===== src/rtl/io_bus_ctrl.sv =====
// io_bus_ctrl: memory-mapped bridge from the CPU data port to digits/keyboard/leds/switches/beep.
// Latency: mapped access ready WAIT_CYCLES+1 cycles after accept; unmapped/internal ready 1 cycle after.
// Backpressure: one access in flight, cpu_req sampled only in IDLE. `IO_ERR_STATUS_EN adds fault reg at 0xFFFFFCFx.
module io_bus_ctrl #(
  parameter int unsigned WAIT_CYCLES = 1,
  parameter logic [31:0] ERR_RDATA   = 32'h0000_0000
) (
  input  logic        clk,
  input  logic        rst,
  input  logic        cpu_req,
  input  logic        cpu_we,
  input  logic [31:0] cpu_addr,
  input  logic [31:0] cpu_wdata,
  input  logic [3:0]  cpu_byte_sel,
  output logic        cpu_ready,
  output logic [31:0] cpu_rdata,
  output logic        cpu_err,
  output logic [31:0] per_addr,
  output logic [31:0] per_wdata,
  output logic [3:0]  per_byte_sel,
  output logic        per_we,
  output logic [4:0]  per_en,
  input  logic [31:0] rdata_digits,
  input  logic [31:0] rdata_kbd,
  input  logic [31:0] rdata_leds,
  input  logic [31:0] rdata_sw,
  input  logic [31:0] rdata_beep
);

  localparam logic [1:0] ST_IDLE   = 2'd0;
  localparam logic [1:0] ST_ACCESS = 2'd1;
  localparam logic [1:0] ST_WAIT   = 2'd2;
  localparam logic [1:0] ST_RESP   = 2'd3;

  localparam int unsigned WAIT_M1   = (WAIT_CYCLES > 0) ? WAIT_CYCLES - 1 : 0;
  localparam logic [3:0]  WAIT_LOAD = WAIT_M1[3:0];
  localparam logic        WAIT_NONE = (WAIT_CYCLES == 0);

  logic [1:0]  r_state;
  logic [3:0]  r_wait_cnt;
  logic [4:0]  r_sel;
  logic [4:0]  r_per_en;
  logic        r_cpu_ready;
  logic        r_cpu_err;
  logic [31:0] r_cpu_rdata;
  logic [31:0] r_per_addr;
  logic [31:0] r_per_wdata;
  logic [3:0]  r_per_byte_sel;
  logic        r_per_we;

  logic [4:0]  w_sel;
  logic [31:0] w_rd_mux;
  logic [31:0] w_capture;
  logic        w_stat_hit;
  logic [31:0] w_stat_rdata;

  // Decode the incoming address into a one-hot peripheral select (0 = not a peripheral)
  always_comb begin
    w_sel = 5'b00000;
    case (cpu_addr[31:4])
      28'hFFFFFC0: w_sel = 5'b00001;
      28'hFFFFFC1: w_sel = 5'b00010;
      28'hFFFFFC6: w_sel = 5'b00100;
      28'hFFFFFC7: w_sel = 5'b01000;
      28'hFFFFFD1: w_sel = 5'b10000;
      default:     w_sel = 5'b00000;
    endcase
  end

  // Steer the selected peripheral's data_out using the select latched at accept
  always_comb begin
    w_rd_mux = 32'h0;
    case (r_sel)
      5'b00001: w_rd_mux = rdata_digits;
      5'b00010: w_rd_mux = rdata_kbd;
      5'b00100: w_rd_mux = rdata_leds;
      5'b01000: w_rd_mux = rdata_sw;
      5'b10000: w_rd_mux = rdata_beep;
      default:  w_rd_mux = 32'h0;
    endcase
  end

  // Writes complete with zero read data
  assign w_capture = r_per_we ? 32'h0 : w_rd_mux;

`ifdef IO_ERR_STATUS_EN
  logic [31:0] r_fault;
  logic        r_stat_rd;

  assign w_stat_hit   = (cpu_addr[31:4] == 28'hFFFFFCF);
  assign w_stat_rdata = r_fault;

  // Record the last unmapped address; a read of the register clears it as the response retires
  always_ff @(posedge clk or negedge rst) begin
    if (!rst) begin
      r_fault   <= 32'h0;
      r_stat_rd <= 1'b0;
    end else if (r_state == ST_IDLE && cpu_req) begin
      if (w_sel == 5'b00000 && !w_stat_hit) begin
        r_fault <= cpu_addr;
      end
      r_stat_rd <= (w_sel == 5'b00000) && w_stat_hit && !cpu_we;
    end else if (r_state == ST_RESP && r_stat_rd) begin
      r_fault   <= 32'h0;
      r_stat_rd <= 1'b0;
    end
  end
`else
  assign w_stat_hit   = 1'b0;
  assign w_stat_rdata = 32'h0;
`endif

  // Access sequencer: accept, strobe the enable, wait, capture, respond for one cycle
  always_ff @(posedge clk or negedge rst) begin
    if (!rst) begin
      r_state        <= ST_IDLE;
      r_wait_cnt     <= 4'h0;
      r_sel          <= 5'b00000;
      r_per_en       <= 5'b00000;
      r_cpu_ready    <= 1'b0;
      r_cpu_err      <= 1'b0;
      r_cpu_rdata    <= 32'h0;
      r_per_addr     <= 32'h0;
      r_per_wdata    <= 32'h0;
      r_per_byte_sel <= 4'h0;
      r_per_we       <= 1'b0;
    end else begin
      r_per_en    <= 5'b00000;
      r_cpu_ready <= 1'b0;
      r_cpu_err   <= 1'b0;
      case (r_state)
        ST_IDLE: begin
          if (cpu_req) begin
            r_per_addr     <= cpu_addr;
            r_per_wdata    <= cpu_wdata;
            r_per_byte_sel <= cpu_byte_sel;
            r_per_we       <= cpu_we;
            r_sel          <= w_sel;
            if (w_sel != 5'b00000) begin
              r_per_en <= w_sel;
              r_state  <= ST_ACCESS;
            end else if (w_stat_hit) begin
              r_cpu_ready <= 1'b1;
              r_cpu_rdata <= cpu_we ? 32'h0 : w_stat_rdata;
              r_state     <= ST_RESP;
            end else begin
              r_cpu_ready <= 1'b1;
              r_cpu_err   <= 1'b1;
              r_cpu_rdata <= ERR_RDATA;
              r_state     <= ST_RESP;
            end
          end
        end
        ST_ACCESS: begin
          if (WAIT_NONE) begin
            r_cpu_ready <= 1'b1;
            r_cpu_rdata <= w_capture;
            r_state     <= ST_RESP;
          end else begin
            r_wait_cnt <= WAIT_LOAD;
            r_state    <= ST_WAIT;
          end
        end
        ST_WAIT: begin
          if (r_wait_cnt == 4'h0) begin
            r_cpu_ready <= 1'b1;
            r_cpu_rdata <= w_capture;
            r_state     <= ST_RESP;
          end else begin
            r_wait_cnt <= r_wait_cnt - 4'h1;
          end
        end
        default: begin
          r_state <= ST_IDLE;
        end
      endcase
    end
  end

  assign cpu_ready    = r_cpu_ready;
  assign cpu_rdata    = r_cpu_rdata;
  assign cpu_err      = r_cpu_err;
  assign per_addr     = r_per_addr;
  assign per_wdata    = r_per_wdata;
  assign per_byte_sel = r_per_byte_sel;
  assign per_we       = r_per_we;
  assign per_en       = r_per_en;

endmodule


===== config.mk =====
export PLATFORM = sky130hd
export DESIGN_NAME = io_bus_ctrl
export DESIGN_NICKNAME = d
export VERILOG_FILES = /design/src/rtl/io_bus_ctrl.sv
export SDC_FILE = /design/constraint.sdc
export NUM_CORES = 1
export LEC_CHECK = 0
export BUFFER_PORTS_ARGS = -buffer_cell sky130_fd_sc_hd__buf_2
export CAP_MARGIN = 20
export CORE_AREA = 2 2 132 134
export DETAILED_ROUTE_END_ITERATION = 8
export DIE_AREA = 0 0 134 136
export PLACE_DENSITY = 0.78
export RECOVER_POWER = 50
export SKIP_CTS_REPAIR_TIMING = 1
export SYNTH_ARGS = -nofsm -noshare
export SYNTH_HDL_FRONTEND = slang
export SYNTH_SLANG_ARGS = --single-unit

===== constraint.sdc =====
create_clock -name clk -period 2.2 [get_ports clk]
set_input_delay 0.22 -clock clk [delete_from_list [all_inputs] [get_ports clk]]
set_output_delay 0.22 -clock clk [all_outputs]
set_load 0.005 [all_outputs]

== Yosys cells after proc, flatten, opt, wreduce, memory -nomap -nowiden ==
Index checks and enable logic that the tools add are counted.

* Mux-type cells: 21
* Reductions and logical operators: 9
* Equality and inequality tests: 16
* $add $sub $neg: 1

{| class="wikitable"
|+ Operators with widths
! operator !! count
|-
| $pmux 32 s5 || 1
|-
| $eq 28x28->1 const B || 5
|-
| $mux 32 || 4
|-
| $pmux 32 s2 || 1
|-
| $pmux 5 s5 || 1
|-
| $mux 5 || 3
|-
| $ne 2x2->1 const B || 4
|-
| $pmux 4 s2 || 1
|-
| $mux 2 || 3
|-
| $pmux 2 s3 || 1
|-
| $reduce_and 2->1 || 3
|-
| $eq 5x1->1 const B || 1
|-
| $eq 5x2->1 const B || 1
|-
| $eq 5x3->1 const B || 1
|-
| $eq 5x4->1 const B || 1
|-
| $eq 5x5->1 const B || 1
|-
| $reduce_bool 5->1 || 1
|-
| $logic_not 4->1 || 1
|-
| $mux 1 || 4
|-
| $mux 4 || 1
|-
| $reduce_and 4->1 || 1
|-
| $reduce_bool 2->1 || 2
|-
| $sub 4x1->4 const B || 1
|-
| $eq 2x1->1 const B || 1
|-
| other kinds (3) || 3
|}

* Input port bits: 232
* Logic and storage cells: 58
* Output and inout bits: 108
* Bits in registers: 119

== Logic depth before layout (Yosys ltp) ==
Gate-level depths: netlist of the first run.

* Depth after elaboration: 6
* Depth in mapped cells: 8
* Mapped depth without buffers: 7

== Least setup slack after synthesis of the first run ==
OpenSTA, ideal clock, no wires.

* Kind: flip-flop to flip-flop
* Start point: register r_wait_cnt[0]
* End point: register r_cpu_rdata[10] (netlist: cpu_rdata[10])
* Stages on the path, launching flop included: 9
* Slack: 0.171 ns
* Clock period less this slack: 2.029 ns
* Data required time: 2.075 ns
* Library setup time: 0.125 ns
* Path buffers: 2
* Arrival: 1.904 ns
* Cell sequence: dfrtp_1 > inv_1 > ha_1 > or3b_1 > buf_6 > a21oi_4 > o211ai_4 > buf_6 > mux2_4

* Cells in the longest elaborated chain, start to end: 3

{| class="wikitable"
|+ Ends and longest elaborated chain
! item !! line !! source
|-
| start: declaration || 40 || <nowiki>logic [3:0] r_wait_cnt;</nowiki>
|-
| start signal: assignment || 170 || <nowiki>r_wait_cnt <= r_wait_cnt - 4'h1;</nowiki>
|-
| $logic_not 4->1 || 165 || <nowiki>if (r_wait_cnt == 4'h0) begin</nowiki>
|-
| $ne 2x2->1 (no source line) || -- ||
|-
| $reduce_and 4->1 (no source line) || -- ||
|-
| end signal: assignment || 144 || <nowiki>r_cpu_rdata <= cpu_we ? 32'h0 : w_stat_rdata;</nowiki>
|-
| end signal: assignment || 157 || <nowiki>r_cpu_rdata <= w_capture;</nowiki>
|-
| end signal: assignment || 167 || <nowiki>r_cpu_rdata <= w_capture;</nowiki>
|-
| end: declaration || 45 || <nowiki>logic [31:0] r_cpu_rdata;</nowiki>
|}

No other way between the ends.
A chain may end at the register's enable or synchronous reset.

== Final worst setup path of the first run ==
* Start point: register r_wait_cnt[1]
* End point: register r_cpu_rdata[28] (netlist: cpu_rdata[28])

The elaborated chain is that of the path after synthesis.

==> results.md, run 1 <==
- Critical Path End: cpu_rdata[28]$_DFFE_PN0P_
- Power per Cell Area: 1040 nW/µm²
- Layout cell share with drive strength beyond 1: 58.2%
- Post-route design area: 8620 µm²
- Synthesized flop and latch total: 119
- Overall Global Routing Usage: 20.5%
- Static Leak: 0.00418 µW
- Post-synth top flop: dfrtp_1
- CTS tree: yes
- Htree depth: 4
- Count leader, synth: dfrtp_1
- GRT overflow: 0
- Post-synth ARST share: 100%
- Max VDD drop: 0.636 mV
- Mean Syn Cell Area: 12.6 µm²
- Flop-to-flop setup slack: 0.1 ns
- Outcome: completed
- Vias: 5,460
- Vias per cell: 5.16
- Synth top cells by count: dfrtp_1 (119), mux2_2 (72), a22oi_1 (64)
- DP Area: 8030 µm²
- Final HPWL DP: 14.4 mm
- Final Hold Vio Count: 0
- Maximum number of pins on one net before global-route repair: 67
- Fin crit share: 95.5%
- CTS clock-pin slew for the worst setup and hold paths: 0.06 ns
- RSZ-0062 raised after global routing: false
- Initial Util: 34.9%
- F_max: 476 MHz
- Routability cong.: 0.782
- Total die area: 18,200 µm²
- Pre-Repair DR Iteration Count: 6
- Setup TNS: 0 ns
- Total CTS buffers: 17
- FF-to-FF path depth: 7
- Critical Path Source: r_wait_cnt[1]$_DFFE_PN0P_
- WP data arrival: 2.39 ns
- Vias in the first global route: 5,508
- TritonCTS Sinks: 119
- R2R Path Start: r_wait_cnt[1]$_DFFE_PN0P_
- Max Cap Violations: 0
- Number of distinct library cells after synthesis: 43
- Syn-to-layout area delta: 46.2%
- Max Slew Vio Count: 0
- Core area: 16,900 µm²
- Layout Nets: 1,055
- Die Ht: 136 µm
- Worst-Skew Late Latency: 0.41 ns
- DRC errors left: 0
- Ranking of synthesized cells by area: dfrtp_1 (51%), mux2_2 (14%), a22oi_1 (8.2%), mux2_4 (7.6%), a22o_1 (4.8%)
- Post-synth top area cell: dfrtp_1
- WL final: 19.1 mm
- Post-route ant nets: 0
- Root Buffer: clkbuf_16
- Worst setup SP type: flop
- Syn Nets: 704
- Yosys warns: 0
- Synth Cell Area: 5890 µm²
- HP Start: cpu_wdata[12]
- Peak fanout along the critical path: 18
- 1st-iter DRT viols: 257
- Final total power: 8950 µW
- Max_slew headroom: 19.6%
- Post-synthesis sequential area ratio: 50.5%
- Share of the synthesized area in the top cell type: 50.5%
- Buffer levels on the longest clock path: 2
- Number of port buffers: 339
- Num ports: 340
- Mapped Cells: 466
- Layout Skew: 0.00771 ns
- Worst R2R End: cpu_rdata[28]$_DFFE_PN0P_
- CP required: 2.49 ns
- Rows: 48
- Setup crit end kind: flop
- First-pass GRT wire length: 28.8 mm
- DR WL/cell: 18.1 µm
- # setup viols final: 0
- Hold Crit Class: input pin to flop
- Core Util, Final: 51.1%
- EDFF count, synth: 0
- Period minus WS final: 2.10 ns
- Die Wd: 134 µm
- Worst Setup Path Type: flop to flop
- Tightest Pin Transition: 1.21 ns
- Initial antenna violation count: 0
-- routing by layer --
metal / vias to the layer above / GRT usage, % / share of wire, %
li1: 2492 / - / -
met1: 2647 / 25.5 / 41
met2: 284 / 33.9 / 49
met3: 37 / 5.82 / 7.6
met4: 0 / 7.68 / 2.2
met5: - / 0 / 0
-- per-stage QoR --
step | hold WS, ns | cells | worst slack, ns
2_1_floorplan | -0.0756 | 466 | 0.171
6_report | 0.0386 | 1058 | 0.0983
3_5_place_dp | 0.135 | 1018 | 0.0211
3_3_place_gp | 0.138 | 1018 | 0.0945
5_1_grt | 0.0221 | 1055 | 0.0218
4_1_cts | -0.310 | 1050 | 0.0116
-- report_power, final --
part	internal (µW)	switching (µW)	total, µW
logic	1650	1390	3040
clock network	1620	1060	2690
registers	2880	339	3220
total	6150	2800	8950
-- cells by family (layout without fill, tap and decap cells) --
family / count (synthesis) / after routing / share of synthesized area (%)
compound gates: 147 / 147 / 18.3
flops: 119 / 119 / 50.5
mux: 102 / 102 / 21.4
simple gates: 47 / 47 / 4.90
buf+inv: 44 / 408 / 3.46
fa+ha+maj: 6 / 6 / 1.27
xor+xnor: 1 / 1 / 0.149
other cells: 0 / 3 / 0
-- flip-flops by register name, indices dropped and copies added, names as in the netlist --
| signal | flops |
|---|---|
| per_byte_sel | 4 |
| cpu_err | 1 |
| per_en | 5 |
| cpu_ready | 1 |
| r_state | 2 |
| r_wait_cnt | 4 |
| r_sel | 5 |
| per_addr | 32 |
| per_wdata | 32 |
| per_we | 1 |
| cpu_rdata | 32 |
-- how the worst min path moves through the flow --
stage	end	slack, ns	depth (start not counted)
after global placement	per_addr[27]$_DFFE_PN0P_	0.14	1
final	per_wdata[12]$_DFFE_PN0P_	0.04	2
after global routing	per_wdata[14]$_DFFE_PN0P_	0.02	2
after CTS	per_addr[25]$_DFFE_PN0P_	-0.31	1
after floorplan	cpu_err$_DFF_PN0_	-0.08	0
after detailed placement	per_addr[25]$_DFFE_PN0P_	0.13	1
-- area by class of cell --
type                    count  area [µm²]
fillers                  1516        8260
repair buffers            370        2000
well taps                 225         282
diodes                      3        7.51
clock inverters            13         121
clock buffers              19         453
inverters                   6        22.5
flip-flops and latches    119        2980
multi-input cells         303        2750
-- critical path, cell delays in order, from the launching register on --
cell	delay, ns
dfrtp_1	0.39
inv_1	0.10
ha_1	0.17
or3b_4	0.40
a21oi_4	0.20
o211ai_4	0.18
buf_12	0.23
mux2_4	0.30
-- placed cells by master, fill, tap and decap left out, drive strengths merged, types with 2 or more instances in the layout --
cell type | netlist | final
a21oi | 34 | 34
a22o | 32 | 32
a22oi | 64 | 64
a31oi | 2 | 2
buf | 12 | 336
clkbuf | 26 | 52
clkinv | 0 | 4
clkinvlp | 0 | 5
dfrtp | 119 | 119
diode | 0 | 3
ha | 6 | 6
inv | 6 | 9
mux2 | 102 | 102
nand2 | 12 | 12
nand2b | 3 | 3
nand3 | 2 | 2
nand4 | 7 | 7
nor2 | 3 | 3
nor2b | 3 | 3
nor3 | 4 | 4
nor3b | 2 | 2
nor4 | 4 | 4
o211ai | 2 | 2
o21ai | 3 | 3
o22ai | 2 | 2
o31ai | 2 | 2
or3 | 2 | 2
No activity file was read; power rests on OpenSTA's default activity.
==> run 2: changes to the inputs <==
Settings changed: BUFFER_PORTS_ARGS -buffer_cell sky130_fd_sc_hd__buf_2 to -buffer_cell sky130_fd_sc_hd__buf_4, CORE_AREA 2 2 132 134 to 2 2 134 136, DIE_AREA 0 0 134 136 to 0 0 136 138, GPL_TIMING_DRIVEN set to 0, PLACE_DENSITY 0.78 to 0.74.
Clock period 2.2 ns to 2.3 ns, I/O delays scaled along.
==> run 2 against run 1 <==
Compared with the run above:
- the flow now finishes with violations (capacitance limit, slew limit)
- sequential share of layout area decreased by 2.7 points
- maximum frequency is 4.4% lower
- first-iteration DRC count shrank 17%
- power increased by 0.11%
- register-to-register slack is essentially flat
- clock skew increased by 0.0011 ns
- setup slack improved by 0.0040 ns
- global-route usage shrank 0.14 points
- utilization increased by 2.2 points
- non-clock buffer count rose by 9
- critical path type unchanged
- critical endpoint is now cpu_rdata[25]$_DFFE_PN0P_
- highest routed layer unchanged
==> results.md, run 2 (synthesis gave the netlist of run 1 again) <==
- Vias in the first global route: 5,503 (-0.091%)
- GRT overflow: 0 (unchanged)
- 1st-iter DRT viols: 214 (-17%)
- Total die area: 18,800 µm² (+3.0%)
- Worst setup SP type: flop
- CP bufs+invs: 3 (+1)
- Core area: 17,500 µm² (+3.9%)
- Setup crit end kind: flop
- First-pass GRT wire length: 29.4 mm (+2.4%)
- Critical Path Source: r_wait_cnt[1]$_DFFE_PN0P_
- Pre-Repair DR Iteration Count: 6 (unchanged)
- Final total power: 8960 µW (+0.11%)
- Number of port buffers: 338 (-0.29%)
- Num ports: 340 (unchanged)
- Critical-path cell list: inv_1 > ha_1 > or3b_1 > buf_6 > a21oi_4 > o211ai_4 > buf_6 > mux2_4
- Worst Setup Path Type: flop to flop
- Failing checks: capacitance limit, slew limit
- R2R Path Start: r_wait_cnt[1]$_DFFE_PN0P_
- Initial antenna violation count: 0 (unchanged)
- Die Ht: 138 µm (+1.5%)
- Syn-to-layout area delta: 58.4%
- Peak fanout along the critical path: 10 (-8)
- Static Leak: 0.00445 µW (+6.5%)
- CTS clock-pin slew for the worst setup and hold paths: 0.06 ns (about the same)
- Setup TNS: 0 ns (unchanged)
- CP dominant cell by count: buf_6
- TritonCTS Sinks: 119 (unchanged)
- Htree depth: 4 (unchanged)
- Commonest non-fill, non-tap cell in the layout: buf_4
- CP max-delay cell: dfrtp_1
- Dpl cells: 1,034 (+1.6%)
- Root Buffer: clkbuf_16
- Post-route ant nets: 0 (unchanged)
- Max VDD drop: 0.563 mV (-11%)
- RSZ-0062 raised after global routing: false
- Max stage delay on crit path: 0.39 ns (about the same)
- Layout cell share with drive strength beyond 1: 58.8% (+0.57 points)
- Routability cong.: 0.851 (+8.8%)
- Tightest Pin Transition: 1.55 ns (+0.347 ns)
- WP data arrival: 2.49 ns (+0.10 ns)
- Overall Global Routing Usage: 20.3% (-0.14 points)
- Top delay family on crit path: buffers and inverters
- WL final: 19.7 mm (+2.9%)
- Layout Nets: 1,064 (+0.85%)
- Initial Util: 33.6% (-1.3 points)
- # fillers: 1,625 (+7.2%)
- Hold Crit Class: input pin to flop
- Final Hold Vio Count: 0 (unchanged)
- Outcome: finished with violations
- Most frequent cells in the layout: buf_4 (281), dfrtp_1 (119), mux2_2 (72)
- Diode count: 0 (-3)
- Max Slew Vio Count: 59 (+59)
- Max_slew headroom: -3.52% (-23 points)
- Period minus WS final: 2.20 ns (+0.0960 ns)
- DR WL/cell: 18.4 µm (+2.0%)
- Final cell count without fillers: 1,068 (+0.95%)
- Buffer levels on the longest clock path: 2 (unchanged)
- Worst-Skew Late Latency: 0.41 ns (about the same)
- HP Start: cpu_wdata[23]
- Layout Skew: 0.00881 ns (+0.00109 ns)
- Die Wd: 136 µm (+1.5%)
- # setup viols final: 0 (unchanged)
- CP required: 2.59 ns (+0.10 ns)
- Power per Cell Area: 960 nW/µm² (-7.6%)
- DRC errors left: 0 (unchanged)
- CTS tree: yes
- Fin crit share: 95.6% (about the same)
- Maximum number of pins on one net before global-route repair: 62 (-7.5%)
- F_max: 455 MHz (-4.4%)
- Total CTS buffers: 17 (unchanged)
- Max Cap Violations: 1 (+1)
- Final HPWL DP: 14.9 mm (+3.4%)
- Vias: 5,444 (-0.29%)
- Vias per cell: 5.10 (-1.2%)
- Rows: 49 (+2.1%)
==> run 2: cell count changes in the layout (fill, tap and decap cells not counted), sizes merged <==
cell      previous run  this run
clkbuf              52       103
buf                336       294
diode                3         0
clkinvlp             5         3
bufinv               1         2
clkinv               4         5
==> run 2: stage by stage <==
stage	hold WS [ns]	cell area [µm²]	utilization, %	worst slack, ns
CTS	-0.197	9350	53.3	0.0411
floorplan	-0.0656	5890	-	0.271
detailed placement	0.247	8750	49.9	0.0628
finish	0.0470	9340	53.2	0.102
global placement	0.461	8720	49.7	0.0792
global route	0.0324	9340	53.2	0.00134
==> run 2: final timing paths <==
kind	slack [ns]	cells after the start	to
max reg2reg	0.10	8	cpu_rdata[25]$_DFFE_PN0P_
min	0.05	2	per_wdata[23]$_DFFE_PN0P_
min in group asynchronous	0.74	2	per_addr[27]$_DFFE_PN0P_
max in group asynchronous	0.58	3	cpu_rdata[1]$_DFFE_PN0P_
max	0.10	8	cpu_rdata[25]$_DFFE_PN0P_
min reg2reg	0.50	1	per_addr[11]$_DFFE_PN0P_
==> run 2: power breakdown <==
group	leakage, µW	switching (µW)	internal [µW]	total, µW
Sequential	0.00151	328	2760	3090
Combinational	0.00265	1310	1880	3190
Clock	0.000286	1020	1660	2690
==> run 2: routing by layer <==
metal / up-vias / part of all wire (%) / global-route usage, %
met3: 32 / 9.4 / 6.12
met2: 266 / 49 / 33.3
met4: 0 / 2.6 / 7.84
met5: - / 0 / 0
met1: 2638 / 39 / 25.0
li1: 2508 / - / -
==> run 2: final cells by class <==
| type | count | area (µm²) | area share [%] |
|---|---|---|---|
| Sequential cell | 119 | 2980 | 31.9 |
| Multi-Input combinational cell | 303 | 2710 | 29.0 |
| Timing Repair Buffer | 341 | 2550 | 27.3 |
| Clock buffer | 19 | 453 | 4.85 |
| Tap cell | 229 | 287 | 3.07 |
| Buffer | 38 | 193 | 2.06 |
| Clock inverter | 13 | 145 | 1.55 |
| Inverter | 6 | 22.5 | 0.241 |
==> run 2: worst register-to-register path, cell delays in order (launching register included) <==
cell	delay, ns
dfrtp_1	0.39
inv_1	0.11
ha_1	0.17
or3b_1	0.37
buf_6	0.15
a21oi_4	0.21
o211ai_4	0.17
buf_6	0.20
mux2_4	0.31
